[src/rtl/seven_seg_scan_if.sv]
// Display-bank bus: packed digit data, masks and strobes in; the scanned
// segment, decimal-point and anode pins plus the frame pulse out.
interface seven_seg_scan_if #(
    parameter int DIGITS = 4
);
    logic [4*DIGITS-1:0] value;
    logic                load;
    logic [DIGITS-1:0]   dp_mask;
    logic [DIGITS-1:0]   blink_mask;
    logic                blank;
    logic                lz_en;
    logic [6:0]          seg;
    logic                dp;
    logic [DIGITS-1:0]   an;
    logic                frame_done;

    modport master (
        output value, load, dp_mask, blink_mask, blank, lz_en,
        input  seg, dp, an, frame_done
    );

    modport slave (
        input  value, load, dp_mask, blink_mask, blank, lz_en,
        output seg, dp, an, frame_done
    );
endinterface

[src/rtl/seven_seg_scan.sv]
// Time-multiplexed common-anode hex display driver: one digit per slot with
// dead-time, double-buffered frames, leading-zero suppression and blink.
module seven_seg_scan #(
    parameter int DIGITS    = 4,
    parameter int DIV       = 50000,
    parameter int DEAD      = 2,
    parameter int BLINK_DIV = 64
) (
    input  logic            clk,
    input  logic            rst_n,
    seven_seg_scan_if.slave bus
);
    localparam int CW = $clog2(DIV);
    localparam int IW = (DIGITS > 1) ? $clog2(DIGITS) : 1;
    localparam int BW = (BLINK_DIV > 1) ? $clog2(BLINK_DIV) : 1;

    logic [CW-1:0]       r_presc;
    logic [IW-1:0]       r_idx;
    logic [BW-1:0]       r_blink_cnt;
    logic                r_phase;
    logic [4*DIGITS-1:0] r_pend_value;
    logic [DIGITS-1:0]   r_pend_dp;
    logic [DIGITS-1:0]   r_pend_blink;
    logic                r_pend_valid;
    logic [4*DIGITS-1:0] r_act_value;
    logic [DIGITS-1:0]   r_act_dp;
    logic [DIGITS-1:0]   r_act_blink;
    logic [6:0]          r_seg;
    logic                r_dp;
    logic [DIGITS-1:0]   r_an;
    logic                r_frame_done;

    logic                w_slot_end;
    logic                w_frame_end;
    logic [3:0]          w_digit [DIGITS];
    logic [DIGITS-1:0]   w_nz;
    logic [DIGITS-1:0]   w_upper_zero;
    logic                w_suppress;
    logic                w_visible;
    logic [6:0]          w_seg_next;
    logic                w_dp_next;
    logic [DIGITS-1:0]   w_an_next;

    function automatic logic [6:0] hex_to_seg(input logic [3:0] n);
        case (n)
            4'h0:    hex_to_seg = 7'h40;
            4'h1:    hex_to_seg = 7'h79;
            4'h2:    hex_to_seg = 7'h24;
            4'h3:    hex_to_seg = 7'h30;
            4'h4:    hex_to_seg = 7'h19;
            4'h5:    hex_to_seg = 7'h12;
            4'h6:    hex_to_seg = 7'h02;
            4'h7:    hex_to_seg = 7'h78;
            4'h8:    hex_to_seg = 7'h00;
            4'h9:    hex_to_seg = 7'h18;
            4'hA:    hex_to_seg = 7'h08;
            4'hB:    hex_to_seg = 7'h03;
            4'hC:    hex_to_seg = 7'h46;
            4'hD:    hex_to_seg = 7'h21;
            4'hE:    hex_to_seg = 7'h06;
            default: hex_to_seg = 7'h0E;
        endcase
    endfunction

    assign w_slot_end  = (r_presc == CW'(DIV - 1));
    assign w_frame_end = w_slot_end && (r_idx == IW'(DIGITS - 1));

    // Scan counters keep running while blanked so the frame cadence never stalls.
    always_ff @(posedge clk or negedge rst_n) begin
        if (!rst_n) begin
            r_presc     <= '0;
            r_idx       <= '0;
            r_blink_cnt <= '0;
            r_phase     <= 1'b0;
        end else begin
            if (w_slot_end) begin
                r_presc <= '0;
                r_idx   <= (r_idx == IW'(DIGITS - 1)) ? '0 : r_idx + 1'b1;
            end else begin
                r_presc <= r_presc + 1'b1;
            end
            if (w_frame_end) begin
                if (r_blink_cnt == BW'(BLINK_DIV - 1)) begin
                    r_blink_cnt <= '0;
                    r_phase     <= ~r_phase;
                end else begin
                    r_blink_cnt <= r_blink_cnt + 1'b1;
                end
            end
        end
    end

    // A load on the frame boundary lands in pending; the transfer takes the old pending.
    always_ff @(posedge clk or negedge rst_n) begin
        if (!rst_n) begin
            r_pend_value <= '0;
            r_pend_dp    <= '0;
            r_pend_blink <= '0;
            r_pend_valid <= 1'b0;
            r_act_value  <= '0;
            r_act_dp     <= '0;
            r_act_blink  <= '0;
        end else begin
            if (w_frame_end && r_pend_valid) begin
                r_act_value <= r_pend_value;
                r_act_dp    <= r_pend_dp;
                r_act_blink <= r_pend_blink;
            end
            if (bus.load) begin
                r_pend_value <= bus.value;
                r_pend_dp    <= bus.dp_mask;
                r_pend_blink <= bus.blink_mask;
                r_pend_valid <= 1'b1;
            end else if (w_frame_end) begin
                r_pend_valid <= 1'b0;
            end
        end
    end

    generate
        for (genvar gi = 0; gi < DIGITS; gi++) begin : g_digit
            assign w_digit[gi]      = r_act_value[4*gi +: 4];
            assign w_nz[gi]         = |r_act_value[4*gi +: 4];
            assign w_upper_zero[gi] = ((w_nz >> gi) == '0);
        end
    endgenerate

    assign w_suppress = bus.lz_en && (r_idx != '0) && w_upper_zero[r_idx];
    // A suppressed digit keeps its anode only to carry a lit decimal point.
    assign w_visible  = (r_presc >= CW'(DEAD)) && !bus.blank
                        && !(r_phase && r_act_blink[r_idx])
                        && !(w_suppress && !r_act_dp[r_idx]);

    always_comb begin
        w_seg_next = 7'h7F;
        w_dp_next  = 1'b1;
        w_an_next  = '1;
        if (w_visible) begin
            w_an_next  = ~(DIGITS'(1) << r_idx);
            w_seg_next = w_suppress ? 7'h7F : hex_to_seg(w_digit[r_idx]);
            w_dp_next  = ~r_act_dp[r_idx];
        end
    end

    always_ff @(posedge clk or negedge rst_n) begin
        if (!rst_n) begin
            r_seg        <= 7'h7F;
            r_dp         <= 1'b1;
            r_an         <= '1;
            r_frame_done <= 1'b0;
        end else begin
            r_seg        <= w_seg_next;
            r_dp         <= w_dp_next;
            r_an         <= w_an_next;
            r_frame_done <= w_frame_end;
        end
    end

    assign bus.seg        = r_seg;
    assign bus.dp         = r_dp;
    assign bus.an         = r_an;
    assign bus.frame_done = r_frame_done;
endmodule

[src/flat_wrapper.sv]
// flat-port wrapper written by rule: the top's interface ports become plain ports
module seven_seg_scan_flat 
#(
    parameter int DIGITS    = 4,
    parameter int DIV       = 50000,
    parameter int DEAD      = 2,
    parameter int BLINK_DIV = 64
)
  (clk, rst_n, bus_value, bus_load, bus_dp_mask, bus_blink_mask, bus_blank, bus_lz_en, bus_seg, bus_dp, bus_an, bus_frame_done);
  seven_seg_scan_if #(.DIGITS(DIGITS)) bus_i ();
  input  logic clk;
  input  logic rst_n;
  input wire logic [$bits(bus_i.value)-1:0] bus_value;
  input wire logic [$bits(bus_i.load)-1:0] bus_load;
  input wire logic [$bits(bus_i.dp_mask)-1:0] bus_dp_mask;
  input wire logic [$bits(bus_i.blink_mask)-1:0] bus_blink_mask;
  input wire logic [$bits(bus_i.blank)-1:0] bus_blank;
  input wire logic [$bits(bus_i.lz_en)-1:0] bus_lz_en;
  output wire logic [$bits(bus_i.seg)-1:0] bus_seg;
  output wire logic [$bits(bus_i.dp)-1:0] bus_dp;
  output wire logic [$bits(bus_i.an)-1:0] bus_an;
  output wire logic [$bits(bus_i.frame_done)-1:0] bus_frame_done;
  assign bus_i.value = bus_value;
  assign bus_i.load = bus_load;
  assign bus_i.dp_mask = bus_dp_mask;
  assign bus_i.blink_mask = bus_blink_mask;
  assign bus_i.blank = bus_blank;
  assign bus_i.lz_en = bus_lz_en;
  assign bus_seg = bus_i.seg;
  assign bus_dp = bus_i.dp;
  assign bus_an = bus_i.an;
  assign bus_frame_done = bus_i.frame_done;
  seven_seg_scan #(.DIGITS(DIGITS), .DIV(DIV), .DEAD(DEAD), .BLINK_DIV(BLINK_DIV)) u_core (.clk(clk), .rst_n(rst_n), .bus(bus_i));
endmodule
[config.mk]
export PLATFORM = sky130hd
export DESIGN_NAME = seven_seg_scan_flat
export DESIGN_NICKNAME = d
export VERILOG_FILES = /design/src/rtl/seven_seg_scan_if.sv /design/src/rtl/seven_seg_scan.sv /design/src/flat_wrapper.sv
export SDC_FILE = /design/constraint.sdc
export NUM_CORES = 1
export LEC_CHECK = 0
export CAP_MARGIN = 20
export CORE_ASPECT_RATIO = 1.2
export CORE_MARGIN = 5
export CORE_UTILIZATION = 55
export CTS_CLUSTER_SIZE = 40
export DETAILED_ROUTE_END_ITERATION = 12
export PLACE_DENSITY = 0.76
export SLEW_MARGIN = 20
export SYNTH_ARGS = -nofsm -noshare
export SYNTH_HDL_FRONTEND = slang
export SYNTH_SLANG_ARGS = --single-unit
export TNS_END_PERCENT = 100
[constraint.sdc]
create_clock -name clk -period 5.6 [get_ports clk]
set_clock_uncertainty 0.1 [all_clocks]
set_input_delay 1.12 -clock clk [delete_from_list [all_inputs] [get_ports clk]]
set_output_delay 1.12 -clock clk [all_outputs]
set_load 0.005 [all_outputs]
== Word level (Yosys, flattened, before mapping) ==
Memory sizes are Yosys's and may differ from the RTL's.
Index checks and enable logic that the tools add are counted.
Word-level totals
  register bits after elaboration: 87
  output and inout bits: 13
  memory bits (writable): 0
  latch bits: 0
  ROM bits: 112
  bits of input ports: 29
  memories: 1
  logic and storage cells: 72
Operators by class
  eq/ne operators: 3
  magnitude comparators: 3
  shift operators: 1
  muxes and demuxes: 18
  reduce and logical (&&, ||, !) cells: 24
  multipliers: 0
  add/subtract/negate cells: 3
  bitwise gates (word level): 4
  divide/modulo/power cells: 0
Memory list
  (name not given): depth 16, width 7, rd ports 1, clocked after Yosys merged registers in 0, write ports 0, RTL line seven_seg_scan.sv:45  | case (n)
Operator list (count)
  adder 16 x 1 -> 16 bit, second input constant: 1
  == test 16 bit, second input constant: 1
  greater-or-equal comparator 16 x 2 -> 1 bit, second input constant: 1
  logical NOT 4 bit: 4
  two-way mux 16 bit: 1
  OR reduction 4 bit: 4
  two-way mux 7 bit: 2
  two-way mux 4 bit: 3
  logical AND 1 bit: 9
  binary-select mux 4 bit (select 2 bit): 1
  adder 6 x 1 -> 6 bit, second input constant: 1
  binary-select mux 1 bit (select 2 bit): 3
  == test 6 bit, second input constant: 1
  two-way mux 1 bit: 6
  two-way mux 6 bit: 1
  logical NOT 1 bit: 4
  NOT 4 bit: 1
  nonzero test 2 bit: 2
  << shifter 1 x 2 -> 4 bit, first input constant: 1
  greater-or-equal comparator 3 bit, second input constant: 1
  < comparator 2 x 3 -> 1 bit, second input constant: 1
  NOT 2 -> 3 bit: 1
  adder 2 x 1 -> 2 bit, second input constant: 1
  == test 2 bit, second input constant: 1
  other kinds (3): 4

== Logic depth before layout (Yosys ltp) ==
Gate-level depths: netlist of run 1.
  depth in word-level cells: 9
  depth in mapped cells: 9
  gate-level depth less buffers: 7

== Worst setup path before layout of run 1 ==
No wires, ideal clock.
  kind: reg2reg
  start: register u_core.r_presc[10]
  end: register u_core.r_act_blink[2]
  stages on the path, launching flop included: 9
  period minus slack after synthesis: 2.354 ns
  buffers on the path: 3
  data required time: 5.375 ns
  library setup time: 0.125 ns
  data arrival time: 2.129 ns
  slack: 3.246 ns
  path through: dfrtp_1 > or4_4 > nor4_4 > and3_1 > buf_4 > and2_4 > buf_12 > buf_12 > mux2_4
Between the ends
  cells in the longest elaborated chain, start to end: 3
RTL lines
  from (decl): RTL line seven_seg_scan.sv:17  | logic [CW-1:0] r_presc;
  from (signal assigned): RTL line seven_seg_scan.sv:80  | r_presc <= r_presc + 1'b1;
  == test 16 bit: RTL line seven_seg_scan.sv:65  | assign w_slot_end = (r_presc == CW'(DIV - 1));
  logical AND 1 bit: RTL line seven_seg_scan.sv:66  | assign w_frame_end = w_slot_end && (r_idx == IW'(DIGITS - 1));
  logical AND 1 bit: RTL line seven_seg_scan.sv:104  | if (w_frame_end && r_pend_valid) begin
  to (signal assigned): RTL line seven_seg_scan.sv:107  | r_act_blink <= r_pend_blink;
  to (decl): RTL line seven_seg_scan.sv:27  | logic [DIGITS-1:0] r_act_blink;
No other way between the ends.
A chain may end at the register's enable or synchronous reset.

== Final worst setup path of run 1 ==
  start: register u_core.r_presc[10]
  end: register u_core.r_act_dp[1]
Between the ends
  cells in the longest elaborated chain, start to end: 3
RTL lines
  == test 16 bit: RTL line seven_seg_scan.sv:65
  logical AND 1 bit: RTL line seven_seg_scan.sv:66
  logical AND 1 bit: RTL line seven_seg_scan.sv:104
  to (signal assigned): RTL line seven_seg_scan.sv:106  | r_act_dp <= r_pend_dp;
  to (decl): RTL line seven_seg_scan.sv:26  | logic [DIGITS-1:0] r_act_dp;
No other way between the ends.

==> results.sh, run 1 <==
export IMPL_fillers=581
export IMPL_antenna_found_initial=0
export IMPL_cts_buffer_depth=2
export IMPL_crit_type="reg2reg"
export IMPL_start_kind="flip-flop"
export IMPL_grt_ovfl_total=0
export IMPL_grt_max_degree=61
export IMPL_rows=34
export IMPL_path_max_fanout=24
export IMPL_port_buffer_count=41
export IMPL_nets=395
export IMPL_die_w_um=88.05
export IMPL_yosys_area_top_type="dfrtp_1"
export IMPL_cp_slowest_stage_delay_ns=0.57
export IMPL_clock_tree_root_cell="clkbuf_8"
export IMPL_design_area_um2=4648
export IMPL_irDropWorstVdd_mv=0.1713
export IMPL_synthArstFlopShare_pct=100.0
export IMPL_syn_nets=354
export IMPL_dpl_cell_area_um2=4449
export IMPL_synth_area_um2=4020
export IMPL_finalCritPeriodShare_pct=47.90
export IMPL_leakage_nw=1.993
export IMPL_setup_viol=0
export IMPL_place_congestion=0.8033
export IMPL_synth_top_area_share_pct=46.69
export IMPL_cts_resized=0
export IMPL_drt_total_wl_um=6989
export IMPL_clk_latency_ns=0.36
export IMPL_cts_clk_slew_worst_paths_ns=0.08
export IMPL_cpLargestDelayFamily="simple AND/OR/NAND/NOR gates"
export IMPL_coreArea_um2=7189
export IMPL_num_antenna_cells=0
export IMPL_dr_total_vias=2439
export IMPL_switching_share_pct=20.91
export IMPL_drive_gt1_share_pct=23.96
export IMPL_p_int_w=0.0009220
export IMPL_ys_flop_type="dfrtp_1"
export IMPL_routedWlPerCell_um=15.57
export IMPL_ant_nets=0
export IMPL_finalHoldViolations=0
export IMPL_track_usage_pct=17.02
export IMPL_timing_setup_tns_ns=0
export IMPL_pwr_share_seq_pct=56.6
export IMPL_avgSynthCellArea_um2=12.84
export IMPL_drc=0
export IMPL_synth_enable_flop_cells=0
export IMPL_power_w=0.001166
export IMPL_fin_ws_ns=2.917
export IMPL_worst_path_buf_inv=0
export IMPL_tightest_slew_ns=0.7270
export IMPL_final_max_slew_viol_count=0
export IMPL_grt_pass1_vias=2571
export IMPL_cts_buffers=9
export IMPL_reg2reg_from="u_core.r_presc[10]"
export IMPL_yosysUniqueCellTypes=40
export IMPL_status="complete, no violations"
export IMPL_p_switching_w=0.0002438
export IMPL_synthTopCellsByArea="dfrtp_1, mux2_2, dfstp_2, mux2_4, ha_1"
export IMPL_grt_pass1_wl_um=12210
export IMPL_critPathCapture="u_core.r_act_dp[1]"
export IMPL_ioPinCount=42
export IMPL_crit_chain="or4_4 -> nor4_4 -> and3_1 -> and2_4 -> mux2_2"
export IMPL_worstReg2RegEnd="u_core.r_act_dp[1]"
export IMPL_clock_sinks=87
export IMPL_ys_warn_count=0
export IMPL_dieArea_um2=9126
export IMPL_maxCapViolCount=0
export IMPL_cp_required_ns=5.74
export IMPL_cts_htree_levels=3
export IMPL_cp_end_kind="flip-flop"
export IMPL_pre_cts_ws_ns=2.622
export IMPL_hp_class="reg2reg"
export IMPL_synth_cells=313
export IMPL_pwr_share_clk_pct=38.0
export IMPL_syn2layout_area_growth_pct=15.62
export IMPL_drt_iter0_markers=66
export IMPL_cts_hold_buf=0
export IMPL_drtPass1Iterations=5
export IMPL_start_util_pct=55.92
export IMPL_critPathLaunch="u_core.r_presc[10]"
export IMPL_power_density_nw_per_um2=250.8
export IMPL_rsz0062_at_grt="no"
export IMPL_cts_setup_buffers=0
export IMPL_viasPerCell=5.432
export IMPL_synth_seq_cells=87
export IMPL_post_dp_hpwl_um=5004
export IMPL_cp_depth=5
export IMPL_yosysMostFrequentCell="dfrtp_1"
export IMPL_pwr_share_comb_pct=5.3
export IMPL_synth_common_cells="dfrtp_1, mux2_2, nand2_1"
export IMPL_reg2reg_slack_ns=2.92
export IMPL_ff2ff_path_depth=5
export IMPL_synth_seq_area_share_pct=54.53
export IMPL_fmax_ghz=0.3728
export IMPL_tritoncts="built"
export IMPL_slowest_stage="or4_4"
export IMPL_finalCriticalPeriod_ns=2.683
export IMPL_die_h_um=103.7
export IMPL_slew_headroom_pct=51.53
export IMPL_arrival_ns=2.82
## flip-flops by register name (all words and copies together) (netlist names)
register and flops:
u_core.r_act_dp 4, u_core.bus.seg 7, u_core.r_act_blink 4, u_core.r_pend_blink 4, u_core.r_pend_dp 4, u_core.r_presc 16
u_core.r_act_value 16, u_core.bus.dp 1, u_core.r_pend_valid 1, u_core.r_phase 1, u_core.r_pend_value 16, u_core.r_blink_cnt 6
u_core.r_idx 2, u_core.bus.an 4, u_core.bus.frame_done 1
## worst reg2reg max path, stage by stage (launching register included)
cell and delay [ns]:
dfrtp_1 0.45, or4_4 0.57, nor4_4 0.25, and3_1 0.35, and2_4 0.47, mux2_2 0.39
## power groups by stage
stage	combinational (W)	sequential, W	clock (W)
2_1_floorplan	0.0000242	0.000669	0
3_3_place_gp	0.0000633	0.000671	0
3_5_place_dp	0.0000648	0.000673	0
4_1_cts	0.0000649	0.000660	0.000453
5_1_grt	0.0000696	0.000663	0.000480
6_report	0.0000622	0.000660	0.000444
## final cells by class
class | count | area [um^2] | share of cell area, %
repair buffers | 42 | 410.4 | 8.829
clock inverters | 3 | 43.79 | 0.9421
flip-flops and latches | 87 | 2192 | 47.16
clock buffers | 13 | 160.2 | 3.445
multi-input cells | 206 | 1699 | 36.55
well taps | 90 | 112.6 | 2.423
inverters | 8 | 30.03 | 0.6460
## placed cells by master, fill, tap and decap left out, types with 4 or more instances in the layout
| cell type | netlist | routed |
|---|---|---|
| dfrtp_1 | 75 | 75 |
| clkdlybuf4s50_1 | 0 | 39 |
| mux2_2 | 29 | 29 |
| nand2_1 | 25 | 25 |
| nor2_1 | 22 | 22 |
| mux2_4 | 20 | 20 |
| nand3_1 | 17 | 17 |
| ha_1 | 12 | 12 |
| dfstp_2 | 12 | 12 |
| xnor2_1 | 10 | 10 |
| o21ai_0 | 9 | 9 |
| clkbuf_8 | 0 | 9 |
| inv_1 | 8 | 8 |
| xor2_1 | 7 | 7 |
| nor4_1 | 6 | 6 |
| mux4_2 | 5 | 5 |
| and3_1 | 5 | 5 |
| a21oi_1 | 5 | 5 |
| nor3_1 | 4 | 4 |
| nand2b_1 | 4 | 4 |
## through the flow
stage               util [%]  cells  hold WS, ns
global route           64.65    449       0.4033
finish                 64.65    449       0.3824
detailed placement     61.89    433       0.3674
floorplan                  -    313       0.3459
global placement       61.89    433       0.3606
CTS                    64.72    449       0.3834
## logic make-up after synthesis
kind of cell             synth area share [%]
AO/OA/AOI/OAI                           3.859
multiplexers                            19.14
buffers and inverters                   3.206
adder cells (fa/ha/maj)                 3.735
AND/OR/NAND/NOR                         11.83
flip-flops                              54.53
XOR/XNOR                                3.704
## worst min path at each step
stage                            end  depth (start not counted)                  start
6_report       u_core.r_blink_cnt[5]                          1  u_core.r_blink_cnt[5]
5_1_grt        u_core.r_blink_cnt[5]                          1  u_core.r_blink_cnt[5]
4_1_cts        u_core.r_blink_cnt[5]                          1  u_core.r_blink_cnt[5]
3_5_place_dp   u_core.r_blink_cnt[5]                          1  u_core.r_blink_cnt[5]
3_3_place_gp     u_core.r_pend_valid                          1    u_core.r_pend_valid
2_1_floorplan  u_core.r_blink_cnt[5]                          1  u_core.r_blink_cnt[5]
## layer usage
metal  wire [um]  share of wire (%)  vias up  track usage, %
met5           0                  0        -               0
met4         121                1.7        0           6.803
met3         323                4.6       14           4.210
met2        3487                 50       53           27.05
met1        3057                 44     1193           22.16
li1            -                  -     1179               -
Note: power is estimated with default switching activity, not from simulation.
==> inputs of run 2 (changes only) <==
- CORE_UTILIZATION: 55 -> 51
- PLACE_DENSITY: 0.76 -> 0.74
- clock period: 5.6 -> 2.3 ns (I/O delays scaled with it)
==> run 2 against run 1 <==
Against the previous run: utilization down 1.9 points; sequential power up 140%; clock-buffer cell count down 3; die area up 7.0%; setup slack worse by 2.8 ns; non-clock buffer count up 19; hold slack better by 0.0090 ns; via count up 4.0%; register-to-register slack worse by 2.8 ns; final area up 4.0%; critical path depth up 1; critical path type unchanged; largest cell class unchanged; highest routed layer unchanged.
==> results.sh, run 2 (synthesized netlist as in run 1, its figures left out) <==
export IMPL_status="complete, no violations"
export IMPL_setup_viol=0
export IMPL_path_max_fanout=14
export IMPL_seq_area_um2=2192
export IMPL_layout_common_cells="dfrtp_1, clkdlybuf4s50_1, mux2_2"
export IMPL_routedWlPerCell_um=14.99
export IMPL_drt_iter0_markers=96
export IMPL_ant_nets=0
export IMPL_drt_total_wl_um=7046
export IMPL_reg2reg_from="u_core.r_presc[10]"
export IMPL_finalCritPeriodShare_pct=95.86
export IMPL_cts_buffer_depth=2
export IMPL_cp_slowest_stage_delay_ns=0.55
export IMPL_cts_setup_buffers=0
export IMPL_power_density_nw_per_um2=582.4
export IMPL_fmax_ghz=0.4535
export IMPL_min_path_cells=1
export IMPL_hp_class="reg2reg"
export IMPL_crit_type="reg2reg"
export IMPL_port_buffer_count=41
export IMPL_cts_clk_slew_worst_paths_ns=0.09
export IMPL_finalCriticalPeriod_ns=2.205
export IMPL_grt_pass1_wl_um=12180
export IMPL_rsz0062_at_grt="no"
export IMPL_syn2layout_area_growth_pct=20.23
export IMPL_final_core_util_pct=62.71
export IMPL_track_usage_pct=15.50
export IMPL_start_kind="flip-flop"
export IMPL_die_w_um=91.05
export IMPL_stdcell_count=470
export IMPL_worstReg2RegEnd="u_core.r_act_value[12]"
export IMPL_arrival_ns=2.34
export IMPL_slew_headroom_pct=62.81
export IMPL_final_max_slew_viol_count=0
export IMPL_critPathCapture="u_core.r_act_value[12]"
export IMPL_antenna_found_initial=0
export IMPL_ioPinCount=42
export IMPL_cts_buffers=9
export IMPL_hold_ws_ns=0.3914
export IMPL_irDropWorstVdd_mv=0.4087
export IMPL_finalHoldViolations=0
export IMPL_viasPerCell=5.396
export IMPL_grt_max_degree=38
export IMPL_slowest_stage="or4_4"
export IMPL_drc=0
export IMPL_dr_total_vias=2536
export IMPL_cp_required_ns=2.43
export IMPL_power_w=0.002815
export IMPL_post_dp_hpwl_um=5197
export IMPL_tightest_slew_ns=0.5528
export IMPL_ff2ff_path_depth=6
export IMPL_place_congestion=0.8080
export IMPL_maxCapViolCount=0
export IMPL_wl_met2_um=3591
export IMPL_coreArea_um2=7707
export IMPL_dieArea_um2=9766
export IMPL_cts_resized=0
export IMPL_rows=35
export IMPL_leakage_nw=2.090
export IMPL_drtPass1Iterations=4
export IMPL_placed_cells=453
export IMPL_cp_end_kind="flip-flop"
export IMPL_reg_largest_list="u_core.r_act_value (16), u_core.r_pend_value (16), u_core.r_presc (16)"
export IMPL_die_h_um=107.3
export IMPL_start_util_pct=52.16
export IMPL_drive_gt1_share_pct=27.78
export IMPL_clock_tree_root_cell="clkbuf_8"
export IMPL_num_antenna_cells=0
export IMPL_drt_met1_wl_um=3061
export IMPL_dr_max_layer_used="met4"
export IMPL_critPathLaunch="u_core.r_presc[10]"
export IMPL_multiInputGateArea_um2=1699
export IMPL_clk_latency_ns=0.35
export IMPL_nets=414
export IMPL_wl_met3_um=260
export IMPL_grt_ovfl_total=0
export IMPL_grt_pass1_vias=2592
export IMPL_crit_chain="or4_4 -> nor4_4 -> and3_1 -> and2_4 -> buf_12 -> mux2_4"
export IMPL_tritoncts="built"
export IMPL_reg2reg_slack_ns=0.1
export IMPL_cts_hold_buf=1
export IMPL_fillers=593
export IMPL_cts_htree_levels=3
export IMPL_clock_sinks=87
export IMPL_mostFrequentLayoutCell="dfrtp_1"
[run 2: cell types whose count changed in the layout (fill, tap and decap cells not counted), sizes merged]
cell           before  now
clkinvlp            0    2
clkdlybuf4s50      39   40
clkinv              2    3
clkbuf             13   10
buf                 3   20
dlygate4sd3         0    1
[run 2: power by group]
part / internal, W / total (W) / switching [W]
combinational: 0.000100 / 0.000161 / 0.0000610
clock: 0.000508 / 0.00105 / 0.000540
sequential: 0.00158 / 0.00161 / 0.0000242
total: 0.00219 / 0.00281 / 0.000625
[run 2: through the flow]
| step | TNS, ns | setup slack, ns | area [um^2] |
|---|---|---|---|
| 6_report | 0 | 0.09516 | 4833 |
| 5_1_grt | 0 | 0.009551 | 4833 |
| 4_1_cts | 0 | 0.08738 | 4833 |
| 3_5_place_dp | 0 | 0.1213 | 4624 |
| 3_3_place_gp | 0 | 0.1363 | 4624 |
| 2_1_floorplan | -1.084 | -0.05420 | 4020 |
[run 2: metal layers]
layer | GRT usage (%) | vias up
met3 | 3.147 | 12
met4 | 7.128 | 0
li1 | - | 1219
met2 | 25.77 | 47
met1 | 19.43 | 1258
met5 | 0 | -
[run 2: worst min-delay path by stage]
stage                                        to  slack (ns)                  start
after floorplan           u_core.bus.frame_done        0.06                  rst_n
after global placement        u_core.r_presc[3]        0.30                  rst_n
after detailed placement      u_core.r_presc[3]        0.31                  rst_n
after CTS                 u_core.r_blink_cnt[5]        0.39  u_core.r_blink_cnt[5]
after global routing        u_core.r_pend_valid        0.41    u_core.r_pend_valid
final                       u_core.r_pend_valid        0.39    u_core.r_pend_valid
[run 2: final cells by class]
| type | instances | area share, % |
|---|---|---|
| timing repair buffer | 61 | 12.37 |
| tap | 92 | 2.382 |
| inverter | 8 | 0.6213 |
| sequential | 87 | 45.35 |
| multi-input combinational | 206 | 35.15 |
| clock inverter | 6 | 1.476 |
| clock buffer | 10 | 2.640 |
[run 2: worst max-delay path, delay by kind of cell, from the launching register on]
kind,cells,cell delay [ns]
simple gates,4,1.13
flops,1,0.39
mux,1,0.31
buf+inv,1,0.16
